[src/rtl/fc_ctrl_pkg.sv]
`default_nettype none
// ============================================================================
// Package     : fc_ctrl_pkg
// Description : Shared state encoding and helpers for the FC-layer sequencers.
// Revision    : 1.0 - initial release
// ============================================================================
package fc_ctrl_pkg;

    localparam logic [2:0] c_st_idle  = 3'd0;
    localparam logic [2:0] c_st_clear = 3'd1;
    localparam logic [2:0] c_st_run   = 3'd2;
    localparam logic [2:0] c_st_drain = 3'd3;
    localparam logic [2:0] c_st_done  = 3'd4;

    typedef enum logic [2:0] {
        IDLE  = c_st_idle,
        CLEAR = c_st_clear,
        RUN   = c_st_run,
        DRAIN = c_st_drain,
        DONE  = c_st_done
    } fc_seq_state_t;

    // Width of a counter indexing n items; never below one bit.
    function automatic int idx_width(input int n);
        return (n > 1) ? $clog2(n) : 1;
    endfunction

endpackage
`default_nettype wire

[src/rtl/fc2_sequencer_if.sv]
`default_nettype none
// ============================================================================
// Interface   : fc2_sequencer_if
// Description : Scheduler handshake plus memory/PE control bundle of the FC2
//               sequencer. master = sequencer side, slave = environment side.
// Revision    : 1.0 - initial release
// ============================================================================
interface fc2_sequencer_if #(
    parameter int ADDR_W = 10,
    parameter int IDX_W  = 5
);
    logic              start;
    logic              stall;
    logic              busy;
    logic              acc_clr;
    logic              rd_en;
    logic [ADDR_W-1:0] addra;
    logic [IDX_W-1:0]  in_idx;
    logic              fc_valid;
    logic              done;

    modport master (
        input  start, stall,
        output busy, acc_clr, rd_en, addra, in_idx, fc_valid, done
    );

    modport slave (
        output start, stall,
        input  busy, acc_clr, rd_en, addra, in_idx, fc_valid, done
    );
endinterface
`default_nettype wire

[src/rtl/fc2_sequencer_valid_delay.sv]
`default_nettype none
// ============================================================================
// Module      : valid_delay
// Description : 1-bit strobe delay line, DEPTH cycles, async active-high reset.
//               Keeps strobes aligned with synchronous memory read data.
// Revision    : 1.0 - initial release
// ============================================================================
module valid_delay #(
    parameter int DEPTH = 1
) (
    input  wire logic clk,
    input  wire logic reset,
    input  wire logic d_i,
    output logic      q_o
);

    logic [DEPTH-1:0] shift_q;

    if (DEPTH == 1) begin : g_single
        // Single-stage delay.
        always_ff @(posedge clk or posedge reset) begin
            if (reset) shift_q <= '0;
            else       shift_q <= d_i;
        end
    end else begin : g_multi
        // Shift the strobe one stage per cycle, oldest stage at the top bit.
        always_ff @(posedge clk or posedge reset) begin
            if (reset) shift_q <= '0;
            else       shift_q <= {shift_q[DEPTH-2:0], d_i};
        end
    end

    assign q_o = shift_q[DEPTH-1];

endmodule
`default_nettype wire

[src/rtl/fc2_sequencer.sv]
`default_nettype none
// ============================================================================
// Module      : fc2_sequencer
// Description : Sequences one FC2 inference pass: clear accumulators, stream
//               INPUT_NODES weight/activation reads, strobe the PEs aligned
//               to read data, drain the PE pipeline and pulse done.
// Revision    : 1.0 - initial release
// ============================================================================
module fc2_sequencer
    import fc_ctrl_pkg::*;
#(
    parameter int INPUT_NODES = 20,
    parameter int ADDR_W      = 10,
    parameter int BASE_ADDR   = 0,
    parameter int MEM_LAT     = 1,
    parameter int PE_LAT      = 2,
    parameter int IDX_W       = idx_width(INPUT_NODES)
) (
    input  wire logic       clk,
    input  wire logic       reset,
    fc2_sequencer_if.master bus
);

    localparam int DRAIN_CYC = MEM_LAT + PE_LAT;
    localparam int DRAIN_W   = idx_width(DRAIN_CYC);

    localparam logic [IDX_W-1:0]   c_idx_last   = IDX_W'(INPUT_NODES - 1);
    localparam logic [DRAIN_W-1:0] c_drain_last = DRAIN_W'(DRAIN_CYC - 1);

    if (MEM_LAT < 1) begin : g_chk_lat
        $error("fc2_sequencer: MEM_LAT must be at least 1");
    end

    if ((longint'(BASE_ADDR) + longint'(INPUT_NODES) - 1) >= (64'sd1 <<< ADDR_W)) begin : g_chk_addr
        $error("fc2_sequencer: weight rows do not fit in ADDR_W address bits");
    end

    fc_seq_state_t      state_q, state_d;
    logic [IDX_W-1:0]   idx_q, idx_d;
    logic [DRAIN_W-1:0] drain_q, drain_d;
    logic               w_issue;
    logic               w_fc_valid;

    // A read is issued on every unstalled RUN cycle.
    assign w_issue = (state_q == RUN) && !bus.stall;

    // Next-state, index and drain-counter logic.
    always_comb begin
        state_d = state_q;
        idx_d   = idx_q;
        drain_d = drain_q;
        case (state_q)
            IDLE: begin
                if (bus.start) state_d = CLEAR;
            end
            CLEAR: begin
                idx_d   = '0;
                state_d = RUN;
            end
            RUN: begin
                if (w_issue) begin
                    // The index parks on the last input instead of wrapping.
                    if (idx_q == c_idx_last) begin
                        state_d = DRAIN;
                        drain_d = '0;
                    end else begin
                        idx_d = idx_q + 1'b1;
                    end
                end
            end
            DRAIN: begin
                if (drain_q == c_drain_last) state_d = DONE;
                else                         drain_d = drain_q + 1'b1;
            end
            DONE: begin
                state_d = IDLE;
            end
            default: begin
                state_d = IDLE;
            end
        endcase
    end

    // State, index and drain-counter registers.
    always_ff @(posedge clk or posedge reset) begin
        if (reset) begin
            state_q <= IDLE;
            idx_q   <= '0;
            drain_q <= '0;
        end else begin
            state_q <= state_d;
            idx_q   <= idx_d;
            drain_q <= drain_d;
        end
    end

    // fc_valid tracks rd_en through the memory read latency; it shifts in
    // every state so stall bubbles show up as gaps in the PE strobe.
    valid_delay #(
        .DEPTH (MEM_LAT)
    ) u_valid_delay (
        .clk   (clk),
        .reset (reset),
        .d_i   (w_issue),
        .q_o   (w_fc_valid)
    );

    assign bus.busy     = (state_q != IDLE);
    assign bus.acc_clr  = (state_q == CLEAR);
    assign bus.rd_en    = w_issue;
    assign bus.addra    = ADDR_W'(BASE_ADDR) + ADDR_W'(idx_q);
    assign bus.in_idx   = idx_q;
    assign bus.fc_valid = w_fc_valid;
    assign bus.done     = (state_q == DONE);

endmodule
`default_nettype wire
[src/flat_wrapper.sv]
// flat-port wrapper written by rule: the top's interface ports become plain ports
module fc2_sequencer_flat import fc_ctrl_pkg::*;
#(
    parameter int INPUT_NODES = 20,
    parameter int ADDR_W      = 10,
    parameter int BASE_ADDR   = 0,
    parameter int MEM_LAT     = 1,
    parameter int PE_LAT      = 2,
    parameter int IDX_W       = idx_width(INPUT_NODES)
)
  (clk, reset, bus_start, bus_stall, bus_busy, bus_acc_clr, bus_rd_en, bus_addra, bus_in_idx, bus_fc_valid, bus_done);
  fc2_sequencer_if #(.ADDR_W(ADDR_W), .IDX_W(IDX_W)) bus_i ();
  input  wire logic clk;
  input  wire logic reset;
  input wire logic [$bits(bus_i.start)-1:0] bus_start;
  input wire logic [$bits(bus_i.stall)-1:0] bus_stall;
  output wire logic [$bits(bus_i.busy)-1:0] bus_busy;
  output wire logic [$bits(bus_i.acc_clr)-1:0] bus_acc_clr;
  output wire logic [$bits(bus_i.rd_en)-1:0] bus_rd_en;
  output wire logic [$bits(bus_i.addra)-1:0] bus_addra;
  output wire logic [$bits(bus_i.in_idx)-1:0] bus_in_idx;
  output wire logic [$bits(bus_i.fc_valid)-1:0] bus_fc_valid;
  output wire logic [$bits(bus_i.done)-1:0] bus_done;
  assign bus_i.start = bus_start;
  assign bus_i.stall = bus_stall;
  assign bus_busy = bus_i.busy;
  assign bus_acc_clr = bus_i.acc_clr;
  assign bus_rd_en = bus_i.rd_en;
  assign bus_addra = bus_i.addra;
  assign bus_in_idx = bus_i.in_idx;
  assign bus_fc_valid = bus_i.fc_valid;
  assign bus_done = bus_i.done;
  fc2_sequencer #(.INPUT_NODES(INPUT_NODES), .ADDR_W(ADDR_W), .BASE_ADDR(BASE_ADDR), .MEM_LAT(MEM_LAT), .PE_LAT(PE_LAT), .IDX_W(IDX_W)) u_core (.clk(clk), .reset(reset), .bus(bus_i));
endmodule
[config.mk]
export PLATFORM = sky130hd
export DESIGN_NAME = fc2_sequencer_flat
export DESIGN_NICKNAME = d
export VERILOG_FILES = /design/src/rtl/fc_ctrl_pkg.sv /design/src/rtl/fc2_sequencer_if.sv /design/src/rtl/fc2_sequencer_valid_delay.sv /design/src/rtl/fc2_sequencer.sv /design/src/flat_wrapper.sv
export SDC_FILE = /design/constraint.sdc
export NUM_CORES = 1
export LEC_CHECK = 0
export ABC_AREA = 1
export ABC_CLOCK_PERIOD_IN_PS = 2800
export BUFFER_PORTS_ARGS = -buffer_cell sky130_fd_sc_hd__buf_2
export CORE_MARGIN = 2
export CORE_UTILIZATION = 40
export CTS_CLUSTER_DIAMETER = 150
export DETAILED_ROUTE_END_ITERATION = 12
export PLACE_DENSITY = 0.64
export SYNTH_ARGS = -nofsm -noshare
export SYNTH_HDL_FRONTEND = slang
export SYNTH_SLANG_ARGS = --single-unit
[constraint.sdc]
create_clock -name clk -period 2.8 [get_ports clk]
set_input_delay 0.28 -clock clk [delete_from_list [all_inputs] [get_ports clk]]
set_output_delay 0.28 -clock clk [all_outputs]
set_load 0.03 [all_outputs]
[Word-level counts from Yosys, hierarchy flattened]
Index checks and enable logic that the tools add are counted.
Word-level totals
  output and inout port bits: 20
  input bits: 4
  logic and storage cells: 39
  register bits: 11
Cells by class
  reduce and logical (&&, ||, !) cells: 9
  equality and inequality tests: 12
  add/subtract/negate cells: 2
  mux-type cells: 12
Operator list (count)
  $mux 3: 4
  $pmux 3 s4: 1
  $mux 5: 2
  $ne 2x2->1 const B: 5
  $pmux 5 s2: 1
  $reduce_and 4->1: 2
  $eq 3x2->1 const B: 2
  $mux 2: 3
  $add 5x1->5 const B: 1
  $eq 5x5->1 const B: 1
  $pmux 2 s2: 1
  $reduce_bool 2->1: 2
  $eq 3x1->1 const B: 1
  $eq 3x3->1 const B: 1
  $logic_not 3->1: 1
  $reduce_and 3->1: 1
  $reduce_bool 3->1: 1
  $add 2x1->2 const B: 1
  $eq 2x2->1 const B: 1
  $ne 2x1->1 const B: 1
  $logic_and 1x1->1: 1
  $logic_not 1->1: 1

[Logic depth before layout (Yosys ltp)]
  word-level depth: 4
  mapped depth: 9
  depth with buffers taken out: 9

[Cells and area by module]
Synthesis repeated with hierarchy kept, for this count alone.
Second synthesis, totals
  cells, all modules: 101
  area, all modules: 732.0 um^2
By module, submodules not included
  fc2_sequencer: seq. area each 250.2 um^2, times used 1, cells each 99, area an instance 703.2 um^2
  valid_delay: seq. area each 25.0 um^2, times used 1, cells each 2, area an instance 28.8 um^2

[Worst setup path before layout]
Ideal clock, no wire load.
  path type: register to output
  start: reg u_core.state_q[0]
  end: out bus_done
  path slack: 1383 ps
  data required time: 2520 ps
  stages on the path, launching flop included: 2
  arrival time: 1137 ps
  buffers on the path: 0
  cell sequence: dfrtp_1 > nor3_1
Between the ends
  word-level cells in the longest chain between the ends: 1
Ends and longest elaborated chain
  start, declared: line fc2_sequencer.sv:38  | fc_seq_state_t state_q, state_d;
  start signal, assigned: line fc2_sequencer.sv:91  | state_q <= state_d;
  $eq 3x3->1: line fc2_sequencer.sv:114  | assign bus.done = (state_q == DONE);
  end, declared: line flat_wrapper.sv:23  | output wire logic [$bits(bus_i.done)-1:0] bus_done;
Every way passes these cells.

[Worst setup path after layout]
  start: reg u_core.state_q[1]
  end: out bus_acc_clr
Between the ends
  word-level cells in the longest chain between the ends: 1
Ends and longest elaborated chain
  $eq 3x1->1: line fc2_sequencer.sv:109  | assign bus.acc_clr = (state_q == CLEAR);
  end, declared: line flat_wrapper.sv:18  | output wire logic [$bits(bus_i.acc_clr)-1:0] bus_acc_clr;
Every way passes these cells.

==> flow_summary.yaml <==
grt:
  grt_pass1_vias: 501
  grt_overflow_total: 0
  grt_use_met1: 0.186
  grt_max_degree: 12
  grt_usage: 0.138
  grt_pass1_wl_um: 2130
  grt_antenna_before_repair: 0
  grt-busiest-layer: "met2"
  use_met2: 0.205
  grt_util_met3: 0.0231
clock_network:
  cts_resized: 0
  cts.sinks: 11
  cts_hold_buffers: 0
  tritoncts: "done"
  cts_buffer_depth: 2
  clkTransAtPathRegs_ps: 70
  cts_root_buf: "clkbuf_4"
  post_cts_buffers: 0
  htree_num_levels: 1
  numCtsBuffers: 3
  clk_latency_ps: 260
routing:
  wirelength_um: 1400
  vias: 644
  drt-initial-drc-count: 13
  routedWlPerCell_um: 9.72
  drc: 0
  ant_nets: 0
  via_per_inst: 4.47
  dr.pass1.iters: 4
final_layout:
  fin_nets: 126
  multiInputGateArea_um2: 362
  drive_above_1_share: 0.244
  area_growth_pct: 11.7
  fin_area_um2: 837
  layout_common_cells: "nand2_1 (31), buf_2 (18), inv_1 (14)"
  fillers: 189
  antennaDiodeCount: 0
  mostFrequentLayoutCell: "nand2_1"
  seq_area_um2: 275
synthesis:
  ys_seq_area_frac: 0.367
  yosysWarnings: 0
  yosys.cell_types.count: 16
  avgSynthCellArea_um2: 7.28
  synth_cells: 103
  ys_ff_latch: 11
  synth_area_um2: 749
sta:
  finalSetupViolations: 0
  fmax_ghz: 0.623
  rsz0062_at_grt: "false"
  timing_hold_violations_final: 1
  setup_tns_ps: 0
  holdWs_ps: -0.101
  layout_min_cycle_time_ps: 1600
  period_share: 0.573
  fin_skew_ps: 0.931
  drv_slew: 0
flow_run:
  maxCapViolCount: 0
setup_path:
  worstSetupPathDepth: 4
  required_ps: 2520
  regToRegSetupSlack_ps: 1520
  r2r_cells: 8
  crit_top_cell: "inv_1"
  slowest_stage: "dfrtp_1"
  critical_path_buf_inv_count: 3
  critPathArrivalTime_ps: 1320
  cp-start-kind: "flip-flop"
  critPathKind: "flip-flop to output pin"
  critPathMaxFanout: 8
  crit_path_cell_trace: "inv_1 -> nand3_2 -> inv_1 -> buf_2"
  endpoint_kind: "output pin"
  crit_family: "flip-flops"
  slowest_delay_ps: 440
power:
  power_density_nw_per_um2: 917
  ir_worst_vdd_mv: 0.476
  total_power_mw: 0.767
  cellLeakagePower_nw: 0.513
floorplanning:
  die-width_um: 47.3
  die_area_um2: 2240
  dieHeight_um: 47.3
  core_um2: 1750
  rows: 15
  start_util: 0.429
  ioPinCount: 24
status:
  status: "finished with violations"
  violations: "negative hold slack"
place:
  hpwl_um: 1110
  gp_congestion: 0.782
  io_buffers: 18
  placed_area_um2: 811
worst_hold_path:
  hold_class: "primary input to asynchronous set/reset pin"
cells in the mapped netlist:
| master | number | area share |
|---|---|---|
| nand3_2 | 1 | 0.013 |
| inv_1 | 14 | 0.070 |
| nor2_4 | 2 | 0.030 |
| conb_1 | 1 | 0.0050 |
| nand2_2 | 1 | 0.0084 |
| nor3_1 | 1 | 0.0067 |
| dfrtp_1 | 11 | 0.37 |
| nand3b_1 | 1 | 0.010 |
| nor2_1 | 11 | 0.055 |
| nor2_2 | 1 | 0.0084 |
| nand2_1 | 31 | 0.16 |
| nand3_1 | 12 | 0.080 |
| buf_4 | 10 | 0.10 |
| xnor2_1 | 1 | 0.012 |
| nand2_4 | 3 | 0.045 |
| ha_1 | 2 | 0.033 |
logic make-up after synthesis:
kind of cell	share of synthesized area
simple gates	0.412
flops	0.367
xor+xnor	0.0117
other cells	0.00500
buf+inv	0.170
fa+ha+maj	0.0334
worst paths after layout:
check | from | end
hold / removal | reset | u_core.drain_q[1]
setup / recovery | u_core.state_q[1] | bus_acc_clr
setup reg to reg | u_core.bus.in_idx[0] | u_core.drain_q[0]
hold reg to reg | u_core.drain_q[1] | u_core.drain_q[1]
max in group asynchronous | reset | u_core.bus.in_idx[3]
min in group clk | bus_stall | u_core.u_valid_delay.q_o
final cells by class:
class | count | share of cell area
clock buffers | 4 | 0.0314
inverters | 14 | 0.0628
multi-input cells | 72 | 0.432
flip-flops and latches | 11 | 0.329
well taps | 25 | 0.0374
repair buffers | 18 | 0.108
power breakdown:
group / switching, mW / leakage (nW) / internal, mW
Sequential: 0.0432 / 0.149 / 0.197
Combinational: 0.300 / 0.349 / 0.119
Clock: 0.0531 / 0.0150 / 0.0550
metal layers:
layer | share of wire | wire (um)
met4 | 0.014 | 20
met1 | 0.46 | 647
met5 | 0 | 0
met2 | 0.45 | 635
met3 | 0.068 | 95
registers in the layout (all words and copies together), names as in the netlist:
| name | cells |
|---|---|
| u_core.state_q | 3 |
| u_core.bus.in_idx | 5 |
| u_core.u_valid_delay.q_o | 1 |
| u_core.drain_q | 2 |
per-stage QoR:
stage | cells | util | hold WS (ps) | setup slack [ps]
CTS | 144 | 0.480 | 20.7 | 1180
global placement | 140 | 0.465 | 303 | 1450
global route | 144 | 0.480 | 26.6 | 1080
detailed placement | 140 | 0.465 | 307 | 1480
floorplan | 107 | - | 132 | 1380
finish | 144 | 0.480 | -0.101 | 1200
Power figures use the tool's default switching activity.
